File: config.mk
export PLATFORM = sky130hd
export DESIGN_NAME = fifo_drain_arbiter
export DESIGN_NICKNAME = d
export VERILOG_FILES = /design/src/rtl/fifo_drain_arbiter.sv
export SDC_FILE = /design/constraint.sdc
export NUM_CORES = 1
export LEC_CHECK = 0
export BUFFER_PORTS_ARGS = -buffer_cell sky130_fd_sc_hd__clkbuf_2
export CORE_AREA = 2 2 67 69
export DETAILED_ROUTE_END_ITERATION = 7
export DIE_AREA = 0 0 69 71
export PLACE_DENSITY = 0.79
export SLEW_MARGIN = 30
export SYNTH_ARGS = -nofsm -noshare
export SYNTH_HDL_FRONTEND = slang
export SYNTH_SLANG_ARGS = --single-unit
File: constraint.sdc
create_clock -name CLK -period 1.8 [get_ports CLK]
set_clock_uncertainty 0.2 [all_clocks]
set_input_delay 0.27 -clock CLK [delete_from_list [all_inputs] [get_ports CLK]]
set_output_delay 0.27 -clock CLK [all_outputs]
set_load 0.05 [all_outputs]
File: src/rtl/fifo_drain_arbiter.sv
// fifo_drain_arbiter: round-robin drain of N_CH FWFT FIFOs into one valid/ready stream.
// Each grant pops at most MAX_BURST words; M_TUSER tags the source channel.
// Optional build macro: FIFO_ARB_STALL_CNT_EN adds a saturating 32-bit STALL_COUNT output.
module fifo_drain_arbiter #(
  parameter int unsigned N_CH      = 4,
  parameter int unsigned WIDTH     = 16,
  parameter int unsigned MAX_BURST = 8,
  localparam int unsigned CH_BITS  = $clog2(N_CH),
  localparam int unsigned CNT_BITS = $clog2(MAX_BURST + 1)
) (
  input  logic                    CLK,
  input  logic                    RESET,
  input  logic                    ENABLE,
  input  logic [N_CH*WIDTH-1:0]   FIFO_DOUT,
  input  logic [N_CH-1:0]         FIFO_NOT_EMPTY,
  output logic [N_CH-1:0]         FIFO_RE,
  output logic [WIDTH-1:0]        M_TDATA,
  output logic [CH_BITS-1:0]      M_TUSER,
  output logic                    M_TVALID,
  input  logic                    M_TREADY,
  output logic                    BUSY
`ifdef FIFO_ARB_STALL_CNT_EN
  ,
  output logic [31:0]             STALL_COUNT
`endif
);

  typedef enum logic [0:0] {StIdle, StBurst} state_t;

  state_t              r_state, w_state_d;
  logic [CH_BITS-1:0]  r_grant, w_grant_d;
  logic [CH_BITS-1:0]  r_last, w_last_d;
  logic [CNT_BITS-1:0] r_cnt, w_cnt_d;
  logic [WIDTH-1:0]    r_tdata, w_tdata_d;
  logic [CH_BITS-1:0]  r_tuser, w_tuser_d;
  logic                r_tvalid, w_tvalid_d;

  logic [CH_BITS-1:0]  w_rr_sel;
  logic                w_rr_found;
  logic [WIDTH-1:0]    w_dout_sel;
  logic                w_ne_grant;
  logic                w_load_en;
  logic                w_pop;

  // Round-robin search: first non-empty channel starting just after the last grant.
  always_comb begin : rr_search
    int unsigned idx;
    w_rr_sel   = '0;
    w_rr_found = 1'b0;
    idx        = 0;
    for (int unsigned i = 1; i <= N_CH; i++) begin
      idx = (32'(r_last) + i) % N_CH;
      if (!w_rr_found && FIFO_NOT_EMPTY[CH_BITS'(idx)]) begin
        w_rr_found = 1'b1;
        w_rr_sel   = CH_BITS'(idx);
      end
    end
  end

  // Select the granted channel's data word and not-empty flag.
  always_comb begin
    w_dout_sel = '0;
    w_ne_grant = 1'b0;
    for (int k = 0; k < N_CH; k++) begin
      if (r_grant == CH_BITS'(k)) begin
        w_dout_sel = FIFO_DOUT[k*WIDTH +: WIDTH];
        w_ne_grant = FIFO_NOT_EMPTY[k];
      end
    end
  end

  assign w_load_en = !r_tvalid || M_TREADY;
  // Reset suppresses the pop so no FIFO word is lost in the reset cycle.
  assign w_pop     = (r_state == StBurst) && w_load_en && w_ne_grant && !RESET;

  // Pop strobe goes only to the granted channel.
  always_comb begin
    FIFO_RE = '0;
    for (int k = 0; k < N_CH; k++) begin
      FIFO_RE[k] = w_pop && (r_grant == CH_BITS'(k));
    end
  end

  // Next-state logic for the grant FSM and burst counter.
  always_comb begin
    w_state_d = r_state;
    w_grant_d = r_grant;
    w_last_d  = r_last;
    w_cnt_d   = r_cnt;
    unique case (r_state)
      StIdle: begin
        if (ENABLE && w_rr_found) begin
          w_state_d = StBurst;
          w_grant_d = w_rr_sel;
          w_last_d  = w_rr_sel;
          w_cnt_d   = '0;
        end
      end
      StBurst: begin
        if (!w_ne_grant) begin
          // Registered empty flag: seen one cycle after the final pop.
          w_state_d = StIdle;
          w_cnt_d   = '0;
        end else if (w_pop) begin
          if (r_cnt == CNT_BITS'(MAX_BURST - 1)) begin
            w_state_d = StIdle;
            w_cnt_d   = '0;
          end else begin
            w_cnt_d = r_cnt + 1'b1;
          end
        end
      end
      default: w_state_d = StIdle;
    endcase
  end

  // Next-state logic for the output register.
  always_comb begin
    w_tdata_d  = r_tdata;
    w_tuser_d  = r_tuser;
    w_tvalid_d = r_tvalid;
    if (w_pop) begin
      w_tdata_d  = w_dout_sel;
      w_tuser_d  = r_grant;
      w_tvalid_d = 1'b1;
    end else if (w_load_en) begin
      w_tvalid_d = 1'b0;
    end
  end

  // State and output registers with synchronous reset.
  always_ff @(posedge CLK) begin
    if (RESET) begin
      r_state  <= StIdle;
      r_grant  <= '0;
      r_last   <= CH_BITS'(N_CH - 1);
      r_cnt    <= '0;
      r_tdata  <= '0;
      r_tuser  <= '0;
      r_tvalid <= 1'b0;
    end else begin
      r_state  <= w_state_d;
      r_grant  <= w_grant_d;
      r_last   <= w_last_d;
      r_cnt    <= w_cnt_d;
      r_tdata  <= w_tdata_d;
      r_tuser  <= w_tuser_d;
      r_tvalid <= w_tvalid_d;
    end
  end

  assign M_TDATA  = r_tdata;
  assign M_TUSER  = r_tuser;
  assign M_TVALID = r_tvalid;
  assign BUSY     = (r_state == StBurst) || r_tvalid;

`ifdef FIFO_ARB_STALL_CNT_EN
  logic [31:0] r_stall_cnt;

  // Saturating count of cycles the output word is held by back-pressure.
  always_ff @(posedge CLK) begin
    if (RESET) begin
      r_stall_cnt <= '0;
    end else if (r_tvalid && !M_TREADY && (r_stall_cnt != 32'hFFFF_FFFF)) begin
      r_stall_cnt <= r_stall_cnt + 32'd1;
    end
  end

  assign STALL_COUNT = r_stall_cnt;
`endif

endmodule
==> metrics.log, run 1 <==
[metrics] antenna diode count: 0
[metrics] share of the cycle needed by the critical path after routing: 118.7%
[metrics] Final nets: 325
[metrics] number of pins exceeding their max-slew limit in the final report: 0
[metrics] sink count of the clock tree: 28
[metrics] launch point of the worst reg-to-reg path: r_grant[0]
[metrics] first-pass GRT wire length: 7003 microns
[metrics] final critical delay including setup and external delays: 2.137 ns
[metrics] outcome: finished with violations
[metrics] synthesized instance count: 139
[metrics] type of the worst setup path: reg -> out
[metrics] largest net degree at the start of global routing: 21
[metrics] post-placement setup slack: -0.1712 ns
[metrics] power share of the clock group: 29.2%
[metrics] Startpoint Class: flip-flop
[metrics] post-synthesis sequential element count: 28
[metrics] worst hold path endpoint: r_state
[metrics] CTS H-Tree Depth: 1
[metrics] launch instance of the worst min-delay path: RESET
[metrics] half-perimeter wire length after placement: 3363 microns
[metrics] vias in the first global route: 1635
[metrics] gr ovfl total: 0
[metrics] final weighted congestion in routability-driven placement: 0.8286
[metrics] arrival time at the worst endpoint: 1.67 ns
[metrics] TritonCTS buffer count: 3
[metrics] clock latency of the later-clocked register in the worst-skew pair: 0.27 ns
[metrics] worst reg2reg path depth: 7
[metrics] post-synthesis instance area: 1573 sq um
[metrics] count of flip-flops with a built-in enable after synthesis: 0
[metrics] TritonCTS clock tree: built
[metrics] total routed wirelength: 4293 microns
[metrics] detailed-route via count: 1568
[metrics] Syn Area/Cell: 11.31 sq um
[metrics] maximum resistive drop on vdd: 0.0004435 V
[metrics] die height: 71 microns
[metrics] drc violations: 0
[metrics] overall die width: 69 microns
[metrics] Synth-to-Final Area Change: 54.26%
[metrics] number of fill cells in the layout: 369
[metrics] net load switching power: 0.4895 mW
[metrics] sort of element at the end of the critical path: primary output
[metrics] number of nets produced by synthesis: 212
[metrics] portion of total power attributed to sequential cells: 40.2%
[metrics] initial core utilization: 37.41%
[metrics] fraction of final layout cells with drive strength greater than 1: 62.15%
[metrics] worst-case register-to-register setup slack: -0.06 ns
[metrics] crit path max fanout: 4
[metrics] Pwr per Cell Area: 699.2 nW/um^2
[metrics] Avg Vias per Cell: 5.175
[metrics] finished layout cell area: 2426 sq um
[metrics] capture instance of the worst register-to-register path: r_cnt[2]
[metrics] routed len/inst: 14.17 microns
[metrics] async set or reset register ratio after synthesis: 0%
[metrics] number of setup violations in the final report: 18
[metrics] sequential share of the synthesized area: 35.64%
[metrics] setup repair after global routing missed its margin: yes
[metrics] most frequent standard cell in the layout excluding fill and tap cells: clkbuf_2
[metrics] number of hold violations in the final report: 0
[metrics] max-capacitance violation count: 0
[metrics] number of antenna violations at the first check in global routing: 0
[metrics] most used cells in the layout excluding fill and tap cells: clkbuf_2 (91), dfxtp_1 (25), buf_4 (23), a22o_1 (17), mux4_2 (16)
[metrics] internal power contribution: 1.207 mW
[metrics] Worst Slack Setup Final: -0.3372 ns
[metrics] number of port buffers: 95
[metrics] highest achievable clock rate: 467.9 MHz
[metrics] Yosys warnings: 0
[metrics] Placed Instance Area: 2247 sq um
[metrics] Clock Tree Buf Depth: 2
[metrics] number of different library cells in the post-synthesis netlist: 37
[metrics] critical path required time: 1.33 ns
[metrics] hold path depth: 3
[metrics] actual transition at the worst max-transition pin: 0.4762 ns
[metrics] violated checks: setup timing
[metrics] Most used DFF post-synth: dfxtp_1
[metrics] count of nets left with antenna violations after detail routing: 0
[metrics] overall track demand over capacity in global routing: 17.34%
[metrics] standard-cell row count: 24
[metrics] CTS Root Buffer Type: clkbuf_8
[metrics] Pleak: 1.095 nW
[metrics] Sw Ratio: 28.86%
[metrics] floorplan core area: 4204 sq um
[metrics] share of total power in combinational logic: 30.5%
[metrics] kind of path behind the tightest hold check: in -> reg
[metrics] headroom to the max-slew limit: 67.84%
[metrics] number of primary I/O pins: 96
[metrics] drt initial violations: 57
[metrics] drt pass-1 iters: 2
[metrics] register clock-pin slew on the reported worst setup and hold paths: 0.09 ns
[metrics] area of the die: 4899 sq um
## kinds of logic after synthesis
group | after synthesis | share of synthesized area (%)
AOI/OAI and AO/OA | 39 | 20.13
and+or+nand+nor | 38 | 13.84
DFF | 28 | 35.64
muxes | 18 | 24.18
buffers and inverters | 15 | 5.410
adders and majority gates | 1 | 0.7954
## synth_stat cells, types with 3 or more instances
master / count / share of area (%)
buf_6: 3 / 2.1
o21ai_0: 4 / 1.3
inv_1: 4 / 0.95
clkbuf_1: 3 / 0.72
a21oi_1: 6 / 1.9
nor2_1: 5 / 1.2
dfxtp_1: 28 / 36
a22o_1: 17 / 9.5
nand2_1: 5 / 1.2
nand2b_1: 9 / 3.6
mux4_2: 16 / 23
nor3b_1: 3 / 1.4
nor3_1: 3 / 0.95
nand3_1: 3 / 0.95
## final cells by class
cell class	instances	area [sq um]	share of cell area, %
inverters	4	15.01	0.6189
well taps	52	65.06	2.682
clock buffers	3	41.29	1.702
multi-input cells	96	992.2	40.90
repair buffers	119	718.2	29.60
flip-flops and latches	28	564.3	23.26
clock inverters	1	30.03	1.238
## worst max path at each step
stage / endpoint / slack, ns / start
detailed placement: FIFO_RE[2] / -0.17 / r_grant[0]
CTS: FIFO_RE[3] / -0.35 / r_grant[0]
finish: FIFO_RE[3] / -0.34 / r_grant[0]
global placement: FIFO_RE[1] / -0.14 / r_grant[0]
floorplan: FIFO_RE[1] / -0.33 / r_grant[0]
global route: FIFO_RE[2] / -0.40 / r_grant[0]
## routing by layer
layer,vias to the layer above,part of all wire (%),GRT usage [%]
met2,71,50,32.05
met1,719,41,19.24
met5,-,0,0
met4,0,2.3,8.279
li1,770,-,-
met3,8,7.1,3.134
## power by group through the flow
stage / clock network [mW] / registers [mW] / logic (mW)
floorplan: 0 / 0.773 / 0.255
global placement: 0 / 0.695 / 0.491
detailed placement: 0 / 0.696 / 0.503
CTS: 0.506 / 0.682 / 0.512
global route: 0.532 / 0.687 / 0.555
finish: 0.495 / 0.683 / 0.518
## metrics by stage
stage / hold WS [ns] / total power [mW] / util, % / instances / TNS (ns)
after global placement: 0.2585 / 1.186 / 53.45 / 295 / -0.7250
after CTS: 0.1765 / 1.700 / 56.79 / 301 / -1.620
after floorplan: 0.2687 / 1.027 / - / 139 / -1.168
final: 0.1871 / 1.696 / 57.71 / 303 / -1.680
after global routing: 0.1904 / 1.774 / 57.71 / 303 / -3.516
after detailed placement: 0.2580 / 1.199 / 53.45 / 295 / -1.012
## critical path: stages, from the launching register on
cell	delay, ns
dfxtp_2	0.36
mux2i_2	0.18
o32ai_4	0.31
and2_4	0.21
and3_4	0.18
clkbuf_16	0.15
## state kept, by name (all words and copies together), names as in the netlist
register and count:
M_TDATA 16, r_cnt 4, M_TUSER 2, r_grant 2, r_last 2, M_TVALID 1, r_state 1
## what timing repair did
item	CTS	global route
pin swaps	1	1
hold buffers	0	0
endpoints found under the setup margin	16	25
setup buffers	2	2
resized for setup	12	4
(Power assumes the default switching activity.)
==> run 2: changes to the inputs <==
PLACE_DENSITY = 0.86   (was 0.79)
==> metrics.log, run 2 (synthesis gave the netlist of run 1 again) <==
[metrics] Final nets: 322 (was 325)
[metrics] sort of element at the end of the critical path: primary output (unchanged)
[metrics] number of fill cells in the layout: 362 (was 369)
[metrics] number of pins exceeding their max-slew limit in the final report: 0 (unchanged)
[metrics] first-pass GRT wire length: 6941 microns (was 7003 microns)
[metrics] kind of path behind the tightest hold check: in -> reg (unchanged)
[metrics] vias in the first global route: 1645 (was 1635)
[metrics] standard-cell row count: 24 (unchanged)
[metrics] largest net degree at the start of global routing: 21 (unchanged)
[metrics] setup repair after global routing missed its margin: yes (unchanged)
[metrics] capture instance of the worst register-to-register path: M_TDATA[6] (was r_cnt[2])
[metrics] die height: 71 microns (unchanged)
[metrics] launch point of the worst reg-to-reg path: r_grant[0] (unchanged)
[metrics] overall track demand over capacity in global routing: 17.47% (was 17.34%)
[metrics] initial core utilization: 37.41% (unchanged)
[metrics] Placed Instance Area: 2232 sq um (was 2247 sq um)
[metrics] arrival time at the worst endpoint: 1.65 ns (was 1.67 ns)
[metrics] maximum resistive drop on vdd: 0.0004067 V (was 0.0004435 V)
[metrics] max-capacitance violation count: 0 (unchanged)
[metrics] number of primary I/O pins: 96 (unchanged)
[metrics] area of the die: 4899 sq um (unchanged)
[metrics] share of the cycle needed by the critical path after routing: 117.8% (was 118.7%)
[metrics] antenna diode count: 0 (unchanged)
[metrics] number of port buffers: 95 (unchanged)
[metrics] final critical delay including setup and external delays: 2.121 ns (was 2.137 ns)
[metrics] worst reg2reg path depth: 3 (was 7)
[metrics] register clock-pin slew on the reported worst setup and hold paths: 0.09 ns (about the same)
[metrics] setup_tns: -1.157 ns (was -1.680 ns)
[metrics] drt pass-1 iters: 5 (was 2)
[metrics] overall die width: 69 microns (unchanged)
[metrics] sink count of the clock tree: 28 (unchanged)
[metrics] detailed-route via count: 1596 (was 1568)
[metrics] type of the worst setup path: reg -> out (unchanged)
[metrics] half-perimeter wire length after placement: 3309 microns (was 3363 microns)
[metrics] dpl cells: 293 (was 295)
[metrics] floorplan core area: 4204 sq um (unchanged)
[metrics] CTS H-Tree Depth: 1 (unchanged)
[metrics] CTS Root Buffer Type: clkbuf_8 (unchanged)
[metrics] highest achievable clock rate: 471.5 MHz (was 467.9 MHz)
[metrics] count of nets left with antenna violations after detail routing: 0 (unchanged)
[metrics] fraction of final layout cells with drive strength greater than 1: 61.29% (was 62.15%)
[metrics] area taken by flip-flops and latches: 564.3 sq um (unchanged)
[metrics] crit path max fanout: 4 (unchanged)
[metrics] Pwr per Cell Area: 704.1 nW/um^2 (was 699.2 nW/um^2)
[metrics] critical path capture point: FIFO_RE[3] (unchanged)
[metrics] headroom to the max-slew limit: 70.87% (was 67.84%)
[metrics] number of hold violations in the final report: 0 (unchanged)
[metrics] drt initial violations: 49 (was 57)
[metrics] finished layout cell area: 2396 sq um (was 2426 sq um)
[metrics] max reg flops: 16 (unchanged)
[metrics] most used cells in the layout excluding fill and tap cells: clkbuf_2 (91), dfxtp_1 (25), buf_4 (20), a22o_1 (17), mux4_2 (16) (was clkbuf_2 (91), dfxtp_1 (25), buf_4 (23), a22o_1 (17), mux4_2 (16))
[metrics] Synth-to-Final Area Change: 52.35% (was 54.26%)
[metrics] drc violations: 0 (unchanged)
[metrics] Startpoint Class: flip-flop (unchanged)
[metrics] Worst Slack Setup Final: -0.3210 ns (was -0.3372 ns)
[metrics] worst setup path startpoint: r_grant[0] (unchanged)
[metrics] Clock Tree Buf Depth: 2 (unchanged)
[metrics] clock latency of the later-clocked register in the worst-skew pair: 0.27 ns (about the same)
[metrics] gr ovfl total: 0 (unchanged)
[metrics] post-placement setup slack: -0.1675 ns (was -0.1712 ns)
[metrics] final core utilization: 56.99% (was 57.71%)
[metrics] worst-case register-to-register setup slack: -0.04 ns (was -0.06 ns)
[metrics] final weighted congestion in routability-driven placement: 0.8672 (was 0.8286)
[metrics] critical path required time: 1.33 ns (about the same)
[metrics] actual transition at the worst max-transition pin: 0.4313 ns (was 0.4762 ns)
[metrics] PnR Total Power: 1.687 mW (was 1.696 mW)
[metrics] most frequent standard cell in the layout excluding fill and tap cells: clkbuf_2 (unchanged)
[metrics] total routed wirelength: 4284 microns (was 4293 microns)
[metrics] routed len/inst: 14.28 microns (was 14.17 microns)
[metrics] final non-filler cell total: 300 (was 303)
[metrics] multi-input logic area: 984.7 sq um (was 992.2 sq um)
[metrics] TritonCTS buffer count: 3 (unchanged)
[metrics] violated checks: setup timing (unchanged)
[metrics] number of setup violations in the final report: 5 (was 18)
[metrics] worst-case hold slack: 0.2034 ns (was 0.1871 ns)
[metrics] Avg Vias per Cell: 5.320 (was 5.175)
[metrics] number of antenna violations at the first check in global routing: 0 (unchanged)
[metrics] outcome: finished with violations (unchanged)
[metrics] TritonCTS clock tree: built (unchanged)
[metrics] Pleak: 1.080 nW (was 1.095 nW)
-- run 2: worst max-delay path: stages (launching register included) --
cell	delay, ns
dfxtp_2	0.36
mux2i_2	0.17
o32ai_4	0.30
and2_4	0.22
and3_4	0.19
clkbuf_16	0.15
-- run 2: area by class of cell --
cell class / instances / share of cell area [%]
Clock buffer: 3 / 1.723
Sequential cell: 28 / 23.55
Multi-Input combinational cell: 96 / 41.10
Timing Repair Buffer: 116 / 29.03
Inverter: 4 / 0.6266
Tap cell: 52 / 2.715
Clock inverter: 1 / 1.253
-- run 2: how the worst min path moves through the flow --
| stage | startpoint | end | slack [ns] | cells past startpoint |
|---|---|---|---|---|
| global route | FIFO_DOUT[60] | M_TDATA[12] | 0.21 | 3 |
| detailed placement | M_TUSER[0] | M_TUSER[0] | 0.26 | 1 |
| CTS | ENABLE | r_grant[0] | 0.20 | 5 |
| floorplan | r_cnt[1] | r_cnt[1] | 0.27 | 1 |
| finish | ENABLE | r_grant[0] | 0.20 | 5 |
| global placement | M_TUSER[1] | M_TUSER[1] | 0.26 | 1 |
-- run 2: timing repair --
item,CTS,global route
pin swaps,3,0
hold buffers,0,0
resized for setup,12,3
endpoints found under the setup margin,7,24
setup buffers,2,1
-- run 2: where the power goes --
group	switching, mW	total, mW	internal [mW]
combinational	0.264	0.512	0.248
sequential	0.0249	0.681	0.656
clock	0.196	0.494	0.298
total	0.485	1.69	1.20
-- run 2: layer usage --
| metal | vias up | routed length (microns) | track usage [%] |
|---|---|---|---|
| met5 | - | 0 | 0 |
| met4 | 0 | 124 | 8.715 |
| met3 | 9 | 278 | 2.991 |
| met2 | 73 | 2304 | 34.19 |
| met1 | 748 | 1577 | 17.72 |
| li1 | 766 | - | - |
==> run 3: changes to the inputs <==
RECOVER_POWER = 50   (was not set)
==> metrics.log, run 3 (synthesis gave the netlist of run 1 again) <==
[metrics] outcome: finished with violations (unchanged)
[metrics] violated checks: setup timing (unchanged)
[metrics] highest achievable clock rate: 471.7 MHz (was 471.5 MHz)
[metrics] final weighted congestion in routability-driven placement: 0.8672 (unchanged)
[metrics] overall track demand over capacity in global routing: 17.47% (unchanged)
[metrics] vias in the first global route: 1645 (unchanged)
[metrics] arrival time at the worst endpoint: 1.65 ns (about the same)
[metrics] number of fill cells in the layout: 372 (was 362)
[metrics] standard-cell row count: 24 (unchanged)
[metrics] fraction of final layout cells with drive strength greater than 1: 55.24% (was 61.29%)
[metrics] combined buffer and inverter count along the critical path: 1 (unchanged)
[metrics] drt pass-1 iters: 4 (was 5)
[metrics] routed len/inst: 14.30 microns (was 14.28 microns)
[metrics] antenna diode count: 0 (unchanged)
[metrics] Final nets: 322 (unchanged)
[metrics] detailed-route via count: 1592 (was 1596)
[metrics] crit path max fanout: 4 (unchanged)
[metrics] Clock Tree Buf Depth: 2 (unchanged)
[metrics] maximum resistive drop on vdd: 0.0004065 V (was 0.0004067 V)
[metrics] final critical delay including setup and external delays: 2.120 ns (was 2.121 ns)
[metrics] half-perimeter wire length after placement: 3309 microns (unchanged)
[metrics] max reg flops: 16 (unchanged)
[metrics] setup_tns: -1.153 ns (was -1.157 ns)
[metrics] initial core utilization: 37.41% (unchanged)
[metrics] count of nets left with antenna violations after detail routing: 0 (unchanged)
[metrics] number of port buffers: 95 (unchanged)
[metrics] Critical Path Slowest Stage Cell: dfxtp_2 (unchanged)
[metrics] critical path required time: 1.33 ns (about the same)
[metrics] TritonCTS clock tree: built (unchanged)
[metrics] clock latency of the later-clocked register in the worst-skew pair: 0.27 ns (about the same)
[metrics] total routed wirelength: 4291 microns (was 4284 microns)
[metrics] TritonCTS buffer count: 3 (unchanged)
[metrics] largest net degree at the start of global routing: 21 (unchanged)
[metrics] Pleak: 1.029 nW (was 1.080 nW)
[metrics] Pwr per Cell Area: 706.8 nW/um^2 (was 704.1 nW/um^2)
[metrics] number of pins exceeding their max-slew limit in the final report: 0 (unchanged)
[metrics] drc violations: 0 (unchanged)
[metrics] actual transition at the worst max-transition pin: 0.6170 ns (was 0.4313 ns)
[metrics] first-pass GRT wire length: 6941 microns (unchanged)
[metrics] PnR Total Power: 1.680 mW (was 1.687 mW)
[metrics] area of the die: 4899 sq um (unchanged)
[metrics] register clock-pin slew on the reported worst setup and hold paths: 0.09 ns (about the same)
[metrics] overall die width: 69 microns (unchanged)
[metrics] Largest stage delay, worst path: 0.36 ns (about the same)
[metrics] most used cells in the layout excluding fill and tap cells: clkbuf_2 (76), dfxtp_1 (25), buf_4 (20), a22o_1 (17), mux4_2 (16) (was clkbuf_2 (91), dfxtp_1 (25), buf_4 (20), a22o_1 (17), mux4_2 (16))
[metrics] Startpoint Class: flip-flop (unchanged)
[metrics] number of primary I/O pins: 96 (unchanged)
[metrics] setup repair after global routing missed its margin: yes (unchanged)
[metrics] number of antenna violations at the first check in global routing: 0 (unchanged)
[metrics] Worst Slack Setup Final: -0.3198 ns (was -0.3210 ns)
[metrics] cells along the critical path: mux2i_2, o32ai_4, and2_4, and3_4, clkbuf_16 (unchanged)
[metrics] floorplan core area: 4204 sq um (unchanged)
[metrics] number of setup violations in the final report: 5 (unchanged)
[metrics] worst-case hold slack: 0.2060 ns (was 0.2034 ns)
[metrics] category of cells accounting for the largest share of critical-path delay: simple AND/OR/NAND/NOR gates (unchanged)
[metrics] Synth-to-Final Area Change: 51.15% (was 52.35%)
[metrics] Avg Vias per Cell: 5.307 (was 5.320)
[metrics] share of the cycle needed by the critical path after routing: 117.8% (about the same)
[metrics] number of hold violations in the final report: 0 (unchanged)
[metrics] sink count of the clock tree: 28 (unchanged)
[metrics] drt initial violations: 52 (was 49)
[metrics] most frequent standard cell in the layout excluding fill and tap cells: clkbuf_2 (unchanged)
[metrics] gr ovfl total: 0 (unchanged)
[metrics] kind of path behind the tightest hold check: in -> reg (unchanged)
[metrics] sort of element at the end of the critical path: primary output (unchanged)
[metrics] headroom to the max-slew limit: 59.04% (was 70.87%)
[metrics] type of the worst setup path: reg -> out (unchanged)
[metrics] CTS H-Tree Depth: 1 (unchanged)
[metrics] worst-case register-to-register setup slack: -0.04 ns (about the same)
[metrics] die height: 71 microns (unchanged)
[metrics] max-capacitance violation count: 0 (unchanged)
[metrics] CTS Root Buffer Type: clkbuf_8 (unchanged)
run 3: cell counts in the layout (fill, tap and decap cells not counted):
No cell type changed its count.
run 3: tightest hold or removal path: stages:
cell and delay [ns]:
clkbuf_2 0.08, o41ai_1 0.08, nor2_1 0.07, nor2_1 0.09
nor3_1 0.05
run 3: power breakdown:
group          switching, mW  leakage (nW)  total (mW)  internal, mW
clock network          0.194        0.0357       0.492         0.298
registers             0.0249         0.229       0.681         0.656
logic                  0.264         0.764       0.507         0.243
run 3: area by class of cell:
cell class,count,area [sq um],share of cell area [%]
tap,52,65.06,2.737
clock inverter,1,30.03,1.263
inverter,4,15.01,0.6316
sequential,28,564.3,23.74
multi-input combinational,96,984.7,41.42
timing repair buffer,116,676.9,28.47
clock buffer,3,41.29,1.737
run 3: final timing paths:
kind | cells past startpoint | startpoint | end
max | 5 | r_grant[0] | FIFO_RE[3]
min | 5 | ENABLE | r_grant[0]
max reg2reg | 3 | r_grant[0] | M_TDATA[6]
min reg2reg | 2 | M_TDATA[0] | M_TDATA[0]
run 3: what timing repair did:
item                                    CTS  global route
pin swaps                                 3             0
hold buffers                              0             0
endpoints found under the setup margin    7            24
buffers inserted                          2             1
gates resized for setup                  12             3
run 3: metrics by stage:
stage               cell area, sq um  utilization [%]  setup slack, ns  instances
floorplan                       1633                -          -0.3309        139
global placement                2232            53.10          -0.1196        293
detailed placement              2232            53.10          -0.1675        293
CTS                             2372            56.43          -0.3441        299
global route                    2377            56.55          -0.3800        300
finish                          2377            56.55          -0.3198        300
run 3: metal layers:
metal  wire, microns  GRT usage [%]  vias up  share of wire (%)
li1                -              -      765                  -
met1            1585          17.72      747                 37
met2            2301          34.19       71                 54
met3             280          2.991        9                6.5
met4             124          8.715        0                2.9
met5               0              0        -                  0
